`src/rtl/two_mode_timer_core_pkg.sv`:
```
// Shared types, default limits and helpers for the two-mode min:sec timer.
// The terminal values and field widths are fixed here so every file agrees on them.
package two_mode_timer_core_pkg;

   localparam int DEFAULT_MAX_MIN = 99;
   localparam int DEFAULT_MAX_SEC = 59;
   localparam int FIELD_W         = 8;

   typedef enum logic [1:0] {
      ST_IDLE  = 2'd0,
      ST_RUN   = 2'd1,
      ST_PAUSE = 2'd2,
      ST_DONE  = 2'd3
   } state_e;

   typedef enum logic [1:0] {
      CNT_HOLD = 2'd0,
      CNT_LOAD = 2'd1,
      CNT_INC  = 2'd2,
      CNT_DEC  = 2'd3
   } cnt_cmd_e;

   // Clamp an out-of-range preset field to its limit.
   function automatic logic [FIELD_W-1:0] sat_field(input logic [FIELD_W-1:0] v,
                                                    input logic [FIELD_W-1:0] lim);
      return (v > lim) ? lim : v;
   endfunction

endpackage

```
`src/rtl/timer_digit_counter.sv`:
```
// One min or sec field: load / hold / increment / decrement with rollover at MAX_VAL.
// value_next is exposed so the parent can spot the terminal value before it is registered.
module timer_digit_counter
   import two_mode_timer_core_pkg::*;
#(
   parameter int MAX_VAL = DEFAULT_MAX_SEC
)(
   input  logic               clk,
   input  logic               rst,
   input  cnt_cmd_e           cmd,
   input  logic [FIELD_W-1:0] load_val,
   output logic [FIELD_W-1:0] value,
   output logic [FIELD_W-1:0] value_next,
   output logic               at_max,
   output logic               at_zero
);

   localparam logic [FIELD_W-1:0] MAX_V = FIELD_W'(MAX_VAL);

   logic [FIELD_W-1:0] val_q;
   logic [FIELD_W-1:0] val_d;

   always_comb begin
      val_d = val_q;
      case (cmd)
         CNT_LOAD: val_d = load_val;
         CNT_INC:  val_d = (val_q >= MAX_V) ? '0 : val_q + 1'b1;
         CNT_DEC:  val_d = (val_q == '0) ? MAX_V : val_q - 1'b1;
         default:  val_d = val_q;
      endcase
   end

   always_ff @(posedge clk or negedge rst) begin
      if (!rst) begin
         val_q <= '0;
      end else begin
         val_q <= val_d;
      end
   end

   assign value      = val_q;
   assign value_next = val_d;
   assign at_max     = (val_q == MAX_V);
   assign at_zero    = (val_q == '0);

endmodule

```
`src/rtl/two_mode_timer_core.sv`:
```
// Stopwatch / countdown timer: IDLE-RUN-PAUSE-DONE control around two digit counters.
// Mode is latched while idle; the done pulse marks the update that lands on the terminal value.
module two_mode_timer_core
   import two_mode_timer_core_pkg::*;
#(
   parameter int MAX_MIN = DEFAULT_MAX_MIN,
   parameter int MAX_SEC = DEFAULT_MAX_SEC
)(
   input  logic       clk,
   input  logic       rst,
   input  logic       tick,
   input  logic       mode,
   input  logic       start_stop,
   input  logic       clear,
   input  logic [7:0] preset_min,
   input  logic [7:0] preset_sec,
   output logic [7:0] min_out,
   output logic [7:0] sec_out,
   output logic       running,
   output logic       done
);

   localparam logic [FIELD_W-1:0] MAX_MIN_V = FIELD_W'(MAX_MIN);
   localparam logic [FIELD_W-1:0] MAX_SEC_V = FIELD_W'(MAX_SEC);

   state_e state_q, state_d;
   logic   mode_q, mode_d;
   logic   done_q, done_d;

   cnt_cmd_e           sec_cmd, min_cmd;
   logic [FIELD_W-1:0] load_min, load_sec;
   logic [FIELD_W-1:0] sec_next, min_next;
   logic               sec_at_max, sec_at_zero;
   logic               min_at_max, min_at_zero;
   logic               terminal;
   logic               load_zero;

   // Start value follows the live mode input, since only IDLE ever loads.
   assign load_min  = mode ? sat_field(preset_min, MAX_MIN_V) : '0;
   assign load_sec  = mode ? sat_field(preset_sec, MAX_SEC_V) : '0;
   assign load_zero = (load_min == '0) && (load_sec == '0);

   assign terminal = mode_q ? ((min_next == '0) && (sec_next == '0))
                            : ((min_next == MAX_MIN_V) && (sec_next == MAX_SEC_V));

   always_comb begin
      sec_cmd = CNT_HOLD;
      min_cmd = CNT_HOLD;
      if (clear || (state_q == ST_IDLE)) begin
         sec_cmd = CNT_LOAD;
         min_cmd = CNT_LOAD;
      end else if ((state_q == ST_RUN) && tick) begin
         if (mode_q) begin
            sec_cmd = CNT_DEC;
            if (sec_at_zero) min_cmd = CNT_DEC;
         end else begin
            sec_cmd = CNT_INC;
            if (sec_at_max) min_cmd = CNT_INC;
         end
      end
   end

   always_comb begin
      state_d = state_q;
      mode_d  = mode_q;
      done_d  = 1'b0;
      if (clear) begin
         state_d = ST_IDLE;
         mode_d  = mode;
      end else begin
         case (state_q)
            ST_IDLE: begin
               mode_d = mode;
               if (start_stop) begin
                  if (mode && load_zero) begin
                     state_d = ST_DONE;
                     done_d  = 1'b1;
                  end else begin
                     state_d = ST_RUN;
                  end
               end
            end
            ST_RUN: begin
               // Reaching the terminal value wins over a pause request on the same tick.
               if (tick && terminal) begin
                  state_d = ST_DONE;
                  done_d  = 1'b1;
               end else if (start_stop) begin
                  state_d = ST_PAUSE;
               end
            end
            ST_PAUSE: begin
               if (start_stop) state_d = ST_RUN;
            end
            default: state_d = state_q;
         endcase
      end
   end

   always_ff @(posedge clk or negedge rst) begin
      if (!rst) begin
         state_q <= ST_IDLE;
         mode_q  <= 1'b0;
         done_q  <= 1'b0;
      end else begin
         state_q <= state_d;
         mode_q  <= mode_d;
         done_q  <= done_d;
      end
   end

   timer_digit_counter #(.MAX_VAL(MAX_SEC)) u_sec (
      .clk        (clk),
      .rst        (rst),
      .cmd        (sec_cmd),
      .load_val   (load_sec),
      .value      (sec_out),
      .value_next (sec_next),
      .at_max     (sec_at_max),
      .at_zero    (sec_at_zero)
   );

   timer_digit_counter #(.MAX_VAL(MAX_MIN)) u_min (
      .clk        (clk),
      .rst        (rst),
      .cmd        (min_cmd),
      .load_val   (load_min),
      .value      (min_out),
      .value_next (min_next),
      .at_max     (min_at_max),
      .at_zero    (min_at_zero)
   );

   assign running = (state_q == ST_RUN);
   assign done    = done_q;

endmodule

```
`config.mk`:
```
export PLATFORM = sky130hd
export DESIGN_NAME = two_mode_timer_core
export DESIGN_NICKNAME = d
export VERILOG_FILES = /design/src/rtl/two_mode_timer_core_pkg.sv /design/src/rtl/timer_digit_counter.sv /design/src/rtl/two_mode_timer_core.sv
export SDC_FILE = /design/constraint.sdc
export NUM_CORES = 1
export LEC_CHECK = 0
export ABC_AREA = 0
export CAP_MARGIN = 20
export CORE_ASPECT_RATIO = 0.5
export CORE_MARGIN = 2
export CORE_UTILIZATION = 54
export DETAILED_ROUTE_END_ITERATION = 12
export PLACE_DENSITY = 0.82
export RECOVER_POWER = 25
export SETUP_SLACK_MARGIN = 0.5
export SYNTH_ARGS = -nofsm -noshare
export SYNTH_HDL_FRONTEND = slang
export SYNTH_SLANG_ARGS = --single-unit
```
`constraint.sdc`:
```
create_clock -name clk -period 3.4 [get_ports clk]
set_input_delay 0.68 -clock clk [delete_from_list [all_inputs] [get_ports clk]]
set_output_delay 0.68 -clock clk [all_outputs]
set_load 0.005 [all_outputs]
```
==> flow_metrics.py <==
metrics = {
    "outcome": {
        "outcome": "finished clean",
    },
    "sta": {
        "setup-violations-final": 0,
        "hold_viol": 0,
        "tightest_slew_ps": 841,
        "max_freq_mhz": 297,
        "rsz0062_at_grt": "true",
        "timing.slew.headroom": 0.439,
        "holdWs_ps": 726,
        "setup_tns_ps": 0,
        "finalClockSkew_ps": 3.51,
        "period_share": 0.992,
        "fin_crit_ps": 3370,
        "maxSlewViolCount": 0,
    },
    "floorplanning": {
        "coreArea_sq_um": 3940,
        "num_rows": 16,
        "io_pins": 40,
        "dieArea_sq_um": 4710,
        "die_x_um": 95.0,
        "initial_core_util": 0.567,
        "die_h_um": 49.5,
    },
    "synthesis": {
        "netlist.area_leader.share": 0.224,
        "synth-async-reset-ratio": 1.00,
        "yosys-top-cells-area": "dfrtp_1, ha_1, o21ai_0",
        "ys_seq_area_frac": 0.224,
        "synth_flop_cell": "dfrtp_1",
        "yosys_warnings": 0,
        "synthCells": 288,
        "yosysUniqueCellTypes": 72,
        "syn_nets": 318,
        "synth_top_cell_by_area": "dfrtp_1",
        "synth_edf_count": 0,
        "synth.avg_cell_area_sq_um": 7.77,
        "synth-seq-cells": 20,
        "netlist_area_sq_um": 2240,
    },
    "min_path": {
        "hold_class": "reg2reg",
        "holdPathEnd": "u_sec.value[6]",
        "hp-start": "u_sec.value[6]",
        "hold_depth": 2,
    },
    "finish": {
        "num-nets-final": 428,
        "final_util": 0.877,
        "n_antenna_cell": 0,
        "finalInstanceArea_sq_um": 3460,
        "final_common_cell": "buf_4",
        "layout_common_cells": "buf_4, clkdlybuf4s50_1, nand2_1, nor2_1",
        "drive_above_1_share": 0.340,
        "area_delta_synth_final_pct": 54.6,
    },
    "routing": {
        "firstDrtPassIters": 6,
        "avgRoutedWirePerCell_um": 23.0,
        "drc": 0,
        "via_per_inst": 7.20,
        "dr_total_vias": 3246,
        "routed_wl_um": 10400,
        "antenna_left": 0,
        "drt-initial-drc-count": 546,
    },
    "clocking": {
        "clock_path_buffers": 2,
        "htreeDepth": 1,
        "cts_tree": "yes",
        "cts-root-buf": "clkbuf_8",
        "postCtsHoldBufs": 0,
        "clk_pin_slew_worst_paths_ps": 90,
        "cts_num_sinks": 20,
        "clk-insertion-delay-late_ps": 270,
        "cts_buffers": 3,
    },
    "worst_setup_path": {
        "r2r_slack_ps": 30,
        "slowest_delay_ps": 460,
        "r2r_end": "state_q[1]",
        "crit_fanout": 6,
        "crit_slowest_cell": "dfrtp_1",
        "reg2reg_depth": 11,
        "rr_startpoint": "state_q[0]",
        "startpoint": "state_q[0]",
        "arrival_ps": 3530,
        "crit_chain": "inv_2 > ha_4 > buf_4 > or3b_1 > a311o_1 > a22oi_1 > o21ai_1 > a21oi_2 > and4_4 > o2111ai_1 > mux2_1",
        "path_class": "reg2reg",
        "startpoint_type": "flip-flop",
        "cp-end-kind": "flip-flop",
        "crit_required_ps": 3560,
    },
    "global_route": {
        "overflow": 0,
        "grt_pass1_wl_um": 14900,
        "grt_start_max_net_pins": 21,
        "grt_pass1_vias": 2991,
        "antenna_found_initial": 0,
        "grt_use_total": 0.416,
    },
    "pwr": {
        "total_power_mw": 1.37,
        "cellPowerDensity_nw_per_um2": 396,
        "ir_worst_vdd_mv": 0.287,
        "p_leak_nw": 1.42,
    },
    "placed_design": {
        "hpwl_um": 6490,
        "port_buffers": 39,
        "place.gp.congestion": 1.01,
        "postPlaceCellArea_sq_um": 3110,
    },
    "job": {
        "drv_cap": 0,
    },
}
flip-flops by register name, indices dropped and copies added, names as in the netlist:
| register | cells |
|---|---|
| mode_q | 1 |
| u_min.value | 8 |
| done | 1 |
| u_sec.value | 8 |
| state_q | 2 |
kinds of logic (layout without fill, tap and decap cells):
group	Yosys count	after routing	synth area share
mux	1	1	0.00503
buf+inv	29	138	0.0548
simple gates	141	141	0.388
fa+ha+maj	8	8	0.0447
flops	20	20	0.224
compound gates	89	89	0.284
final cells by class:
class,count,area (sq um)
Multi-Input combinational cell,239,1790
Timing Repair Buffer,118,980
Sequential cell,20,504
Fill cell,194,485
Tap cell,54,67.6
Inverter,16,60.1
Clock buffer,4,55.1
through the flow:
step / cells / worst slack, ps
final: 451 / 27.9
after floorplan: 288 / 433
after global placement: 432 / -314
after CTS: 444 / 323
after global routing: 451 / 38.0
after detailed placement: 432 / -327
worst max-delay path by stage:
stage / end / slack (ps)
finish: state_q[1] / 30
global route: state_q[1] / 40
CTS: state_q[0] / 320
detailed placement: state_q[1] / -330
global placement: state_q[1] / -310
floorplan: state_q[1] / 430
what timing repair did:
action	CTS	global route
pin swaps	7	1
endpoints found under the hold margin	0	0
setup endpoints to repair	3	3
gates resized for setup	43	18
setup buffers	8	6
worst max-delay path, delay by kind of cell, from the launching register on:
family	cells	cell delay (ps)
buffers and inverters	2	250
and+or+nand+nor	2	730
AOI/OAI and AO/OA	5	1250
adders and majority gates	1	190
muxes	1	350
DFF	1	460
cells in the mapped netlist, types with 4 or more instances:
cell type  instances
nor3_1            14
nand2b_1           5
dfrtp_1           20
and2_1             5
nand3_1           10
nand2_1           23
ha_1               8
buf_2              8
o2111ai_1          4
o21ai_0           20
o21a_1             4
a31oi_1            6
nor4b_1            5
o31ai_1            6
and4_1             5
nand4_1            7
or3_1              4
a21oi_1            8
or2_2              4
a22oi_1            4
o211ai_1           8
nor2_1            21
inv_1             16
or4_1              5
power by group:
group | internal (mW) | switching, mW | total, mW
clock | 0.104 | 0.0950 | 0.199
combinational | 0.392 | 0.429 | 0.821
sequential | 0.274 | 0.0742 | 0.348
total | 0.770 | 0.598 | 1.37
per-layer routing:
metal	GRT usage	vias to the layer above	share of wire
li1	-	1351	-
met1	0.524	1487	0.39
met2	0.667	311	0.43
met3	0.131	97	0.13
met4	0.162	0	0.060
met5	0	-	0
(Power assumes the default switching activity.)
